<file path="config.mk">
export PLATFORM = sky130hd
export DESIGN_NAME = keypad_entry
export DESIGN_NICKNAME = d
export VERILOG_FILES = /design/src/rtl/keypad_entry.sv
export SDC_FILE = /design/constraint.sdc
export NUM_CORES = 1
export LEC_CHECK = 0
export CAP_MARGIN = 15
export CORE_ASPECT_RATIO = 1.25
export CORE_MARGIN = 2
export CORE_UTILIZATION = 23
export DETAILED_ROUTE_END_ITERATION = 12
export GPL_ROUTABILITY_DRIVEN = 0
export PLACE_DENSITY_LB_ADDON = 0.15
export SYNTH_ARGS = -nofsm -noshare
export SYNTH_HDL_FRONTEND = slang
export SYNTH_SLANG_ARGS = --single-unit
</file>
<file path="constraint.sdc">
create_clock -name clk -period 8.35 [get_ports clk]
set_input_delay 1.67 -clock clk [delete_from_list [all_inputs] [get_ports clk]]
set_output_delay 1.67 -clock clk [all_outputs]
set_load 0.03 [all_outputs]
</file>
<file path="src/rtl/keypad_entry.sv">
// -----------------------------------------------------------------------------
// keypad_entry
//
// Scans a 4x4 active-low matrix keypad, debounces whole-keypad scan results and
// decodes one hex digit per accepted press. Accepted digits are stored first
// into four username registers, then into four password registers. inputCount
// reports how many digits are stored (0..8, saturating). The unlocker reads
// the digit registers and uses resetCount to clear them.
//
// Parameters
//   SCAN_DIV        clk cycles each column is driven (must be >= 4 because of
//                   the 2-flop row synchronizer)
//   DEBOUNCE_SCANS  consecutive identical full scans needed to accept or
//                   release a key (must be >= 2)
//
// Ports
//   clk                 system clock
//   rst                 asynchronous reset, active-high
//   row[3:0]            keypad rows, active-low (external pull-ups)
//   col[3:0]            keypad column drive, active-low, one-hot-low
//   resetCount          level; clears inputCount and all digit registers
//   userNameInput0..3   username digits, index 0 = first key entered
//   passwordInput0..3   password digits, index 0 = fifth key entered
//   inputCount[3:0]     number of digits stored, 0..8
//   key_valid           one-cycle pulse when a key press is accepted
//   key_code[3:0]       code of the last accepted key
// -----------------------------------------------------------------------------
module keypad_entry #(
   parameter int SCAN_DIV       = 25000,
   parameter int DEBOUNCE_SCANS = 8
) (
   input  logic       clk,
   input  logic       rst,
   input  logic [3:0] row,
   output logic [3:0] col,
   input  logic       resetCount,
   output logic [3:0] userNameInput0,
   output logic [3:0] userNameInput1,
   output logic [3:0] userNameInput2,
   output logic [3:0] userNameInput3,
   output logic [3:0] passwordInput0,
   output logic [3:0] passwordInput1,
   output logic [3:0] passwordInput2,
   output logic [3:0] passwordInput3,
   output logic [3:0] inputCount,
   output logic       key_valid,
   output logic [3:0] key_code
);

   localparam int CNT_W  = (SCAN_DIV > 1) ? $clog2(SCAN_DIV) : 1;
   localparam int DCNT_W = $clog2(DEBOUNCE_SCANS + 1);

   localparam logic [CNT_W-1:0]  SCAN_LAST = CNT_W'(SCAN_DIV - 1);
   localparam logic [DCNT_W-1:0] DCNT_ONE  = DCNT_W'(1);
   localparam logic [DCNT_W-1:0] DCNT_LAST = DCNT_W'(DEBOUNCE_SCANS - 1);

   typedef enum logic [1:0] {
      ST_IDLE,
      ST_PRESS,
      ST_HELD,
      ST_RELEASE
   } state_t;

   typedef enum logic [1:0] {
      RES_NONE,
      RES_KEY,
      RES_MULTI
   } result_t;

   // Keypad legend, indexed by physical row and column.
   function automatic logic [3:0] decode_key(input logic [1:0] r, input logic [1:0] c);
      logic [3:0] k;
      case ({r, c})
         4'h0: k = 4'h1;  4'h1: k = 4'h2;  4'h2: k = 4'h3;  4'h3: k = 4'hA;
         4'h4: k = 4'h4;  4'h5: k = 4'h5;  4'h6: k = 4'h6;  4'h7: k = 4'hB;
         4'h8: k = 4'h7;  4'h9: k = 4'h8;  4'hA: k = 4'h9;  4'hB: k = 4'hC;
         4'hC: k = 4'h0;  4'hD: k = 4'hF;  4'hE: k = 4'hE;  default: k = 4'hD;
      endcase
      return k;
   endfunction

   // ---------------------------------------------------------------------------
   // State
   // ---------------------------------------------------------------------------
   logic [3:0]        row_s1_q, row_s2_q;
   logic [CNT_W-1:0]  scan_cnt_q, scan_cnt_d;
   logic [1:0]        col_idx_q,  col_idx_d;
   logic [3:0]        col_q,      col_d;
   logic [1:0]        acc_hits_q, acc_hits_d;   // 0, 1, or 2 (= more than one)
   logic [3:0]        acc_code_q, acc_code_d;
   state_t            state_q,    state_d;
   logic [3:0]        cand_q,     cand_d;
   logic [DCNT_W-1:0] dcnt_q,     dcnt_d;
   logic              key_valid_q, key_valid_d;
   logic [3:0]        key_code_q,  key_code_d;
   logic [3:0]        count_q,     count_d;
   logic [7:0][3:0]   digit_q,     digit_d;     // 0..3 username, 4..7 password

   // ---------------------------------------------------------------------------
   // Scan datapath
   // ---------------------------------------------------------------------------
   logic       sample;
   logic       scan_end;
   logic [2:0] col_hits;
   logic [3:0] col_code;
   logic [2:0] hit_sum;
   logic [1:0] merged_hits;
   logic [3:0] merged_code;
   result_t    scan_res;

   always_comb begin
      // NOTE: every signal driven here gets a default first so that no path
      // leaves it unassigned, which would otherwise infer a latch.
      sample      = (scan_cnt_q == SCAN_LAST);
      scan_end    = sample && (col_idx_q == 2'd3);
      scan_cnt_d  = sample ? '0 : scan_cnt_q + CNT_W'(1);
      col_idx_d   = sample ? col_idx_q + 2'd1 : col_idx_q;
      // Column drive comes straight from a flop so the pins never glitch.
      col_d       = ~(4'b0001 << col_idx_d);

      col_hits = '0;
      col_code = '0;
      for (int r = 0; r < 4; r++) begin
         if (!row_s2_q[r]) begin
            col_hits = col_hits + 3'd1;
            col_code = decode_key(r[1:0], col_idx_q);
         end
      end

      // Fold this column into the per-scan tally; anything beyond one hit is
      // only ever reported as MULTI, so the tally saturates at 2.
      hit_sum     = {1'b0, acc_hits_q} + col_hits;
      merged_hits = (hit_sum >= 3'd2) ? 2'd2 : hit_sum[1:0];
      merged_code = (acc_hits_q != 2'd0) ? acc_code_q : col_code;

      acc_hits_d = acc_hits_q;
      acc_code_d = acc_code_q;
      if (sample) begin
         if (scan_end) begin
            acc_hits_d = '0;
            acc_code_d = '0;
         end else begin
            acc_hits_d = merged_hits;
            acc_code_d = merged_code;
         end
      end

      case (merged_hits)
         2'd0:    scan_res = RES_NONE;
         2'd1:    scan_res = RES_KEY;
         default: scan_res = RES_MULTI;
      endcase
   end

   // ---------------------------------------------------------------------------
   // Debounce FSM: acts only on complete scan results
   // ---------------------------------------------------------------------------
   logic accept;

   always_comb begin
      state_d = state_q;
      cand_d  = cand_q;
      dcnt_d  = dcnt_q;
      accept  = 1'b0;

      if (scan_end) begin
         case (state_q)
            ST_IDLE: begin
               if (scan_res == RES_KEY) begin
                  state_d = ST_PRESS;
                  cand_d  = merged_code;
                  dcnt_d  = DCNT_ONE;
               end
            end
            ST_PRESS: begin
               if (scan_res == RES_KEY && merged_code == cand_q) begin
                  if (dcnt_q == DCNT_LAST) begin
                     state_d = ST_HELD;
                     accept  = 1'b1;
                  end else begin
                     dcnt_d = dcnt_q + DCNT_ONE;
                  end
               end else begin
                  state_d = ST_IDLE;
               end
            end
            ST_HELD: begin
               // No auto-repeat: a held key (or a held chord) parks here.
               if (scan_res == RES_NONE) begin
                  state_d = ST_RELEASE;
                  dcnt_d  = DCNT_ONE;
               end
            end
            default: begin // ST_RELEASE
               if (scan_res == RES_NONE) begin
                  if (dcnt_q == DCNT_LAST) begin
                     state_d = ST_IDLE;
                  end else begin
                     dcnt_d = dcnt_q + DCNT_ONE;
                  end
               end else begin
                  state_d = ST_HELD;
               end
            end
         endcase
      end
   end

   // ---------------------------------------------------------------------------
   // Digit storage
   // ---------------------------------------------------------------------------
   always_comb begin
      key_valid_d = accept;
      key_code_d  = accept ? cand_q : key_code_q;
      count_d     = count_q;
      digit_d     = digit_q;

      // resetCount wins over a same-cycle accept: that digit is dropped, but
      // key_valid/key_code above still report the press.
      if (resetCount) begin
         count_d = '0;
         digit_d = '0;
      end else if (accept && count_q < 4'd8) begin
         digit_d[count_q[2:0]] = cand_q;
         count_d               = count_q + 4'd1;
      end
   end

   // ---------------------------------------------------------------------------
   // Registers
   // ---------------------------------------------------------------------------
   always_ff @(posedge clk or posedge rst) begin
      if (rst) begin
         // NOTE: sequential state is updated only with non-blocking
         // assignments so every flop samples the pre-edge values.
         row_s1_q    <= 4'hF;
         row_s2_q    <= 4'hF;
         scan_cnt_q  <= '0;
         col_idx_q   <= '0;
         col_q       <= 4'b1110;
         acc_hits_q  <= '0;
         acc_code_q  <= '0;
         state_q     <= ST_IDLE;
         cand_q      <= '0;
         dcnt_q      <= '0;
         key_valid_q <= 1'b0;
         key_code_q  <= '0;
         count_q     <= '0;
         // NOTE: the digit bank is visible to the unlocker straight out of
         // reset, so it is reset like ordinary flops rather than left as an
         // uninitialised RAM.
         digit_q     <= '0;
      end else begin
         row_s1_q    <= row;
         row_s2_q    <= row_s1_q;
         scan_cnt_q  <= scan_cnt_d;
         col_idx_q   <= col_idx_d;
         col_q       <= col_d;
         acc_hits_q  <= acc_hits_d;
         acc_code_q  <= acc_code_d;
         state_q     <= state_d;
         cand_q      <= cand_d;
         dcnt_q      <= dcnt_d;
         key_valid_q <= key_valid_d;
         key_code_q  <= key_code_d;
         count_q     <= count_d;
         digit_q     <= digit_d;
      end
   end

   // ---------------------------------------------------------------------------
   // Outputs
   // ---------------------------------------------------------------------------
   assign col            = col_q;
   assign key_valid      = key_valid_q;
   assign key_code       = key_code_q;
   assign inputCount     = count_q;
   assign userNameInput0 = digit_q[0];
   assign userNameInput1 = digit_q[1];
   assign userNameInput2 = digit_q[2];
   assign userNameInput3 = digit_q[3];
   assign passwordInput0 = digit_q[4];
   assign passwordInput1 = digit_q[5];
   assign passwordInput2 = digit_q[6];
   assign passwordInput3 = digit_q[7];

endmodule

</file>
# --- After elaboration in Yosys (flattened, before gate mapping) ---
# Index checks and enable logic that the tools add are counted.
# Widths: inputs -> output; s select.
totals:
  register_bits: 86
  input_bits: 7
op_classes:
  addsub: 8
  order_cmp: 4
  n_eq_ne: 15
  shifts: 1
  muxes: 43
  n_bitwise: 1
  n_reduce_logical: 14
op_table:
  columns: ["cell", "n"]
  rows:
  - ["$mux 32", 2]
  - ["$mux 4", 14]
  - ["$pmux 4 s4", 3]
  - ["$bwmux 32", 1]
  - ["$pmux 4 s3", 2]
  - ["$mux 2", 9]
  - ["$add 15x1->15 const B", 1]
  - ["$eq 15x15->1 const B", 1]
  - ["$mux 15", 1]
  - ["$demux 4 s3", 1]
  - ["$reduce_and 5->1", 2]
  - ["$add 3x1->3 const B", 3]
  - ["$mux 3", 3]
  - ["$add 4x1->4 const B", 2]
  - ["$eq 2x1->1 const B", 4]
  - ["$logic_not 2->1", 4]
  - ["$eq 2x2->1 const B", 3]
  - ["$ne 2x2->1 const B", 3]
  - ["$pmux 2 s3", 1]
  - ["$mux 1", 5]
  - ["$ne 5x2->1 const B", 1]
  - ["$eq 4x3->1 const B", 1]
  - ["$eq 4x4->1", 1]
  - ["$logic_and 1x1->1", 4]
  - ["other kinds (13)", 14]

# --- Logic depth before layout (Yosys ltp) ---
logic_depth:
  word_depth: 20
  ltp_mapped: 15

# --- Worst setup path before layout ---
# Ideal clock, no wire load.
synth_timing:
  kind: "register -> register"
  from: "register row_s2_q[1]"
  to: "register count_q[2] (netlist: inputCount[2])"
  setup_time_ns: 0.078
  arrival_time_ns: 4.070
  required_time_ns: 8.272
  setup_slack_ns: 4.202
  stages_incl_launch_ff: 14
  n_path_buf: 1
  synth_period_minus_slack_ns: 4.148
  cell_sequence: "dfstp_2 inv_1 ha_1 xnor2_1 ha_1 mux2_2 fa_1 xnor3_1 nor2b_1 o2111ai_1 or4b_1 buf_2 or4b_1 a21oi_1"
synth_between:
  elab_chain_len: 17
synth_lines:
  columns: ["item", "line", "text"]
  rows:
  - ["from (decl)", "85", "logic [3:0] row_s1_q, row_s2_q;"]
  - ["from (signal assigned)", "255", "row_s2_q <= row_s1_q;"]
  - ["$mux 3", "124", "if (!row_s2_q[r]) begin"]
  - ["$add 3x1->3", "125", "col_hits = col_hits + 3'd1;"]
  - ["$mux 3", "124", null]
  - ["$add 3x1->3", "125", null]
  - ["$mux 3", "124", null]
  - ["$add 2x3->3", "132", "hit_sum = {1'b0, acc_hits_q} + col_hits;"]
  - ["$ge 3x2->1", "133", "merged_hits = (hit_sum >= 3'd2) ? 2'd2 : hit_sum[1:0];"]
  - ["$mux 2", "133", null]
  - ["$eq 2x1->1 or $logic_not 2->1 (tied branches)", "148", "case (merged_hits)"]
  - ["$pmux 2 s2", "148", null]
  - ["$eq 2x1->1", "176", "if (scan_res == RES_KEY && merged_code == cand_q) begin"]
  - ["$logic_and 1x1->1 *", "176", null]
  - ["$mux 1 *", "176", null]
  - ["$mux 1 *", "167", "case (state_q)"]
  - ["$mux 1 *", "166", "if (scan_end) begin"]
  - ["$logic_and 1x1->1 *", "223", "end else if (accept && count_q < 4'd8) begin"]
  - ["$reduce_bool 2->1 (no line) *", null, null]
  - ["to (signal assigned)", "266", "count_q <= count_d;"]
  - ["to (decl)", "96", "logic [3:0] count_q, count_d;"]
# Every way passes the cells marked *; elsewhere a longest branch is shown, timed or not.
# A chain may end at the register's enable or synchronous reset.

# --- Worst setup path after layout ---
layout_timing:
  from: "register row_s2_q[1]"
  to: "register digit_q (netlist bit passwordInput2[2])"
layout_between:
  elab_chain_len: 17
layout_lines:
  columns: ["item", "line", "text"]
  rows:
  - ["$mux 3", "124", null]
  - ["$add 3x1->3", "125", null]
  - ["$mux 3", "124", null]
  - ["$add 3x1->3", "125", null]
  - ["$mux 3", "124", null]
  - ["$add 2x3->3", "132", null]
  - ["$ge 3x2->1", "133", null]
  - ["$mux 2", "133", null]
  - ["[... 2 more ...]", null, null]
  - ["$eq 2x1->1", "176", null]
  - ["$logic_and 1x1->1 *", "176", null]
  - ["$mux 1 *", "176", null]
  - ["$mux 1 *", "167", null]
  - ["$mux 1 *", "166", null]
  - ["net accept", "158", "logic accept;"]
  - ["$logic_and 1x1->1 *", "223", null]
  - ["$reduce_bool 2->1 (no line) *", null, null]
  - ["to (signal assigned)", "267", "digit_q <= digit_d;"]
  - ["to (decl)", "97", "logic [7:0][3:0] digit_q, digit_d;"]
# Mark *: on every way through the listed nets, which the timed path passes. The rest lies on a longest branch.

==> run_results.csv <==
group,metric,value,unit
sta,report.final.setup_viol,0,
sta,max_freq,219,MHz
clock_tree,h-tree-depth,3,
power_and_ir_drop,p_comb_share,5.0,%
critical_path,rr_worst_depth,13,
power_and_ir_drop,p_leak,0.00255,uW
critical_path,crit_start,"row_s2_q[1]$_DFF_PP1_",
worst_hold_path,hp-class,"flip-flop to flip-flop",
sta,final.setup.tns,0,ns
clock_tree,cts_buffers,9,
critical_path,cp_common_cell,"ha_1",
layout,layout_common_cells,"dfrtp_1, clkdlybuf4s50_1, nand2_1",
critical_path,path_cells,"inv_1 -> ha_1 -> xnor2_1 -> ha_1 -> mux2_2 -> fa_1 -> xnor3_1 -> nor2b_1 -> o2111ai_1 -> or4b_1 -> inv_2 -> nand4_1 -> mux2i_1",
worst_hold_path,min_from,"row_s1_q[3]$_DFF_PP1_",
critical_path,r2r-start,"row_s2_q[1]$_DFF_PP1_",
logic_synthesis,seq_area_frac_synth,48.6,%
worst_hold_path,min_to,"row_s2_q[3]$_DFF_PP1_",
logic_synthesis,syn_area,4450,um2
critical_path,cp_max_fo,10,
floorplan,io_pins,52,
routing,drc,0,
routing,drt_iter0_markers,157,
sta,fin_crit,4.57,ns
run,maxCapViolCount,0,
clock_tree,worstSkewPairLatency,0.35,ns
logic_synthesis,synth_async_sr_flop_share,100,%
logic_synthesis,yosysWarnings,0,
routing,wl_per_cell,15.3,um
sta,drv_slew,0,
global_route,grt_overflow,0,
layout,layout_commonest_cell,"dfrtp_1",
clock_tree,clock_path_buffers,2,
logic_synthesis,synth-seq-cells,86,
logic_synthesis,ys.flop_type,"dfrtp_1",
power_and_ir_drop,p_seq_share,48.1,%
placement,place_hpwl,7.69,mm
run_status,status,"completed",
logic_synthesis,synth_edf_count,0,
sta,fin_crit_sh,54.7,%
global_route,grt_pass1_wl,17.5,mm
critical_path,required,8.56,ns
power_and_ir_drop,peakVddDrop,94.7,uV
power_and_ir_drop,power,879,uW
routing,vias_per_cell,4.57,
routing,drtAntennaViolNets,0,
floorplan,die_y,160,um
critical_path,cp_slowest_cell,"or4b_1",
logic_synthesis,synth.distinct_cells,67,
placement,place_area,5180,um2
logic_synthesis,syn_nets,447,
layout,syn_to_final_growth,23.3,%
floorplan,die_w,128,um
logic_synthesis,synthCells,423,
layout,nFillCells,1932,
sta,hold_viol,0,
placement,io_buffers,51,
global_route,track_usage,10.8,%
floorplan,die-area,20500,um2
power_and_ir_drop,p_int,674,uW
critical_path,startpoint_type,"flip-flop",
power_and_ir_drop,p_clk_share,46.9,%
clock_tree,cts_tree,"yes",
critical_path,r2r_setup_slack,3.78,ns
routing,routed_wl,10.8,mm
clock_tree,cts-resized-gates,0,
critical_path,worstPathArrival,4.78,ns
clock_tree,clk_pin_slew_worst_paths,0.07,ns
worst_hold_path,whs_path_depth,0,
power_and_ir_drop,p_per_area,160,nW/um2
clock_tree,cts.sinks,86,
layout,finish.utilization,29.1,%
global_route,antenna_found_initial,0,
layout,nets,493,
sta,worst_pin_slew,0.748,ns
sta,slew_headroom,50.1,%
floorplan,fp.coreArea,18800,um2
sta,rsz0062_at_grt,"false",
routing,drt_pass1_iterations,4,
clock_tree,clockRootBuffer,"clkbuf_16",
routing,dr_total_vias,3227,
global_route,grt_start_max_net_pins,57,
sta,finClkSkew,0.00634,ns
layout,diodes,0,
critical_path,rr_endpoint,"passwordInput2[2]$_DFFE_PP0P_",
critical_path,crit_buf_inv,2,
clock_tree,cts_setup_buffers,0,
layout,postLayoutCellArea,5490,um2
global_route,grt_pass1_vias,3252,
critical_path,crit_type,"flip-flop to flip-flop",
clock_tree,holdBufCountCts,0,
critical_path,setup.worst_path.end_class,"flip-flop",
floorplan,start_util,23.6,%
layout,layout-drive-gt1-share,9.28,%
critical_path,crit_path_max_incr_delay,0.67,ns
critical_path,cp_top_family,"simple AND/OR/NAND/NOR gates",
power_and_ir_drop,swShare,23.3,%
floorplan,placementRows,56,
logic_synthesis,postSynthAreaPerCell,10.5,um2
power_and_ir_drop,power.switching,205,uW
## worst reg2reg max path, delay by kind of cell, from the launching register on
family          cells  cell delay [ns]
simple gates        3             1.33
fa+ha+maj           3             0.96
xor+xnor            2             0.62
flops               1             0.58
mux                 2             0.47
buf+inv             2             0.28
compound gates      1             0.21
## worst max-delay path by stage
stage,end,depth (start not counted)
2_1_floorplan,inputCount[2]$_DFFE_PP0P_,13
3_3_place_gp,userNameInput2[2]$_DFFE_PP0P_,12
3_5_place_dp,passwordInput2[2]$_DFFE_PP0P_,13
4_1_cts,passwordInput2[2]$_DFFE_PP0P_,13
5_1_grt,passwordInput2[2]$_DFFE_PP0P_,13
6_report,passwordInput2[2]$_DFFE_PP0P_,13
## logic make-up after synthesis
group	count (synthesis)	synth area share [%]
DFF	86	48.6
buffers and inverters	31	3.06
adders and majority gates	17	4.95
AOI/OAI and AO/OA	57	9.36
xor gates and xnor gates	20	4.24
and+or+nand+nor	173	20.8
muxes	39	8.94
## per-layer routing
layer,GRT usage [%],up-vias,part of all wire (%)
li1,-,1560,-
met1,13.5,1594,46
met2,18.3,61,49
met3,1.92,12,3.2
met4,4.45,0,1.7
met5,0,-,0
## cells in the mapped netlist (2+ instances only)
cell type,count,area share (%)
a21o_1,2,0.34
or3b_1,2,0.39
nand2b_1,44,6.2
nand2_1,45,3.8
a221oi_1,4,0.79
buf_1,4,0.34
o21ai_0,15,1.7
nor2_1,31,2.6
nor4_2,2,0.56
or3_1,2,0.28
ha_1,16,4.5
a21boi_0,2,0.34
and3_1,3,0.42
o31ai_1,2,0.34
mux2i_1,33,7.4
xnor2_1,9,1.8
dfrtp_1,75,42
nand4_1,5,0.70
nor2b_1,2,0.28
a211oi_1,3,0.51
mux2_2,6,1.5
a22o_1,4,0.79
nor4_1,3,0.42
inv_1,12,1.0
a21oi_1,5,0.56
clkbuf_1,10,0.84
and2_1,2,0.28
or4b_1,2,0.45
and4_1,2,0.39
buf_6,2,0.51
nor3_1,6,0.67
nand3b_1,5,0.84
nand3_1,10,1.1
xor2_1,10,2.0
dfstp_2,11,6.5
## power groups by stage
stage / Combinational, uW / Clock [uW] / Sequential (uW)
3_5_place_dp: 45.0 / 0 / 431
4_1_cts: 45.2 / 427 / 423
3_3_place_gp: 44.6 / 0 / 431
6_report: 44.0 / 412 / 423
5_1_grt: 49.7 / 443 / 423
2_1_floorplan: 34.5 / 0 / 429
## cell type report
type	instances	area (um2)	share of cell area (%)
Clock buffer	13	280	5.11
Clock inverter	3	26.3	0.479
Inverter	13	50.0	0.912
Multi-Input combinational cell	306	2150	39.2
Sequential cell	86	2170	39.5
Tap cell	232	290	5.29
Timing Repair Buffer	53	526	9.57
## registers in the layout (all words and copies together), names as in the netlist
signal,flops
scan_cnt_q,15
row_s2_q,4
userNameInput3,4
cand_q,4
passwordInput2,4
key_code,4
dcnt_q,4
row_s1_q,4
passwordInput3,4
col_idx_q,2
key_valid,1
userNameInput2,4
acc_hits_q,2
col,4
inputCount,4
passwordInput0,4
userNameInput1,4
acc_code_q,4
passwordInput1,4
userNameInput0,4
state_q,2
## per-stage QoR
stage / hold slack, ns / setup WS [ns] / cells
after detailed placement: 0.347 / 3.76 / 690
final: 0.356 / 3.78 / 706
after global routing: 0.359 / 3.46 / 706
after global placement: 0.347 / 3.83 / 690
after CTS: 0.357 / 3.74 / 706
after floorplan: 0.345 / 4.20 / 423
No activity file was read; power rests on OpenSTA's default activity.
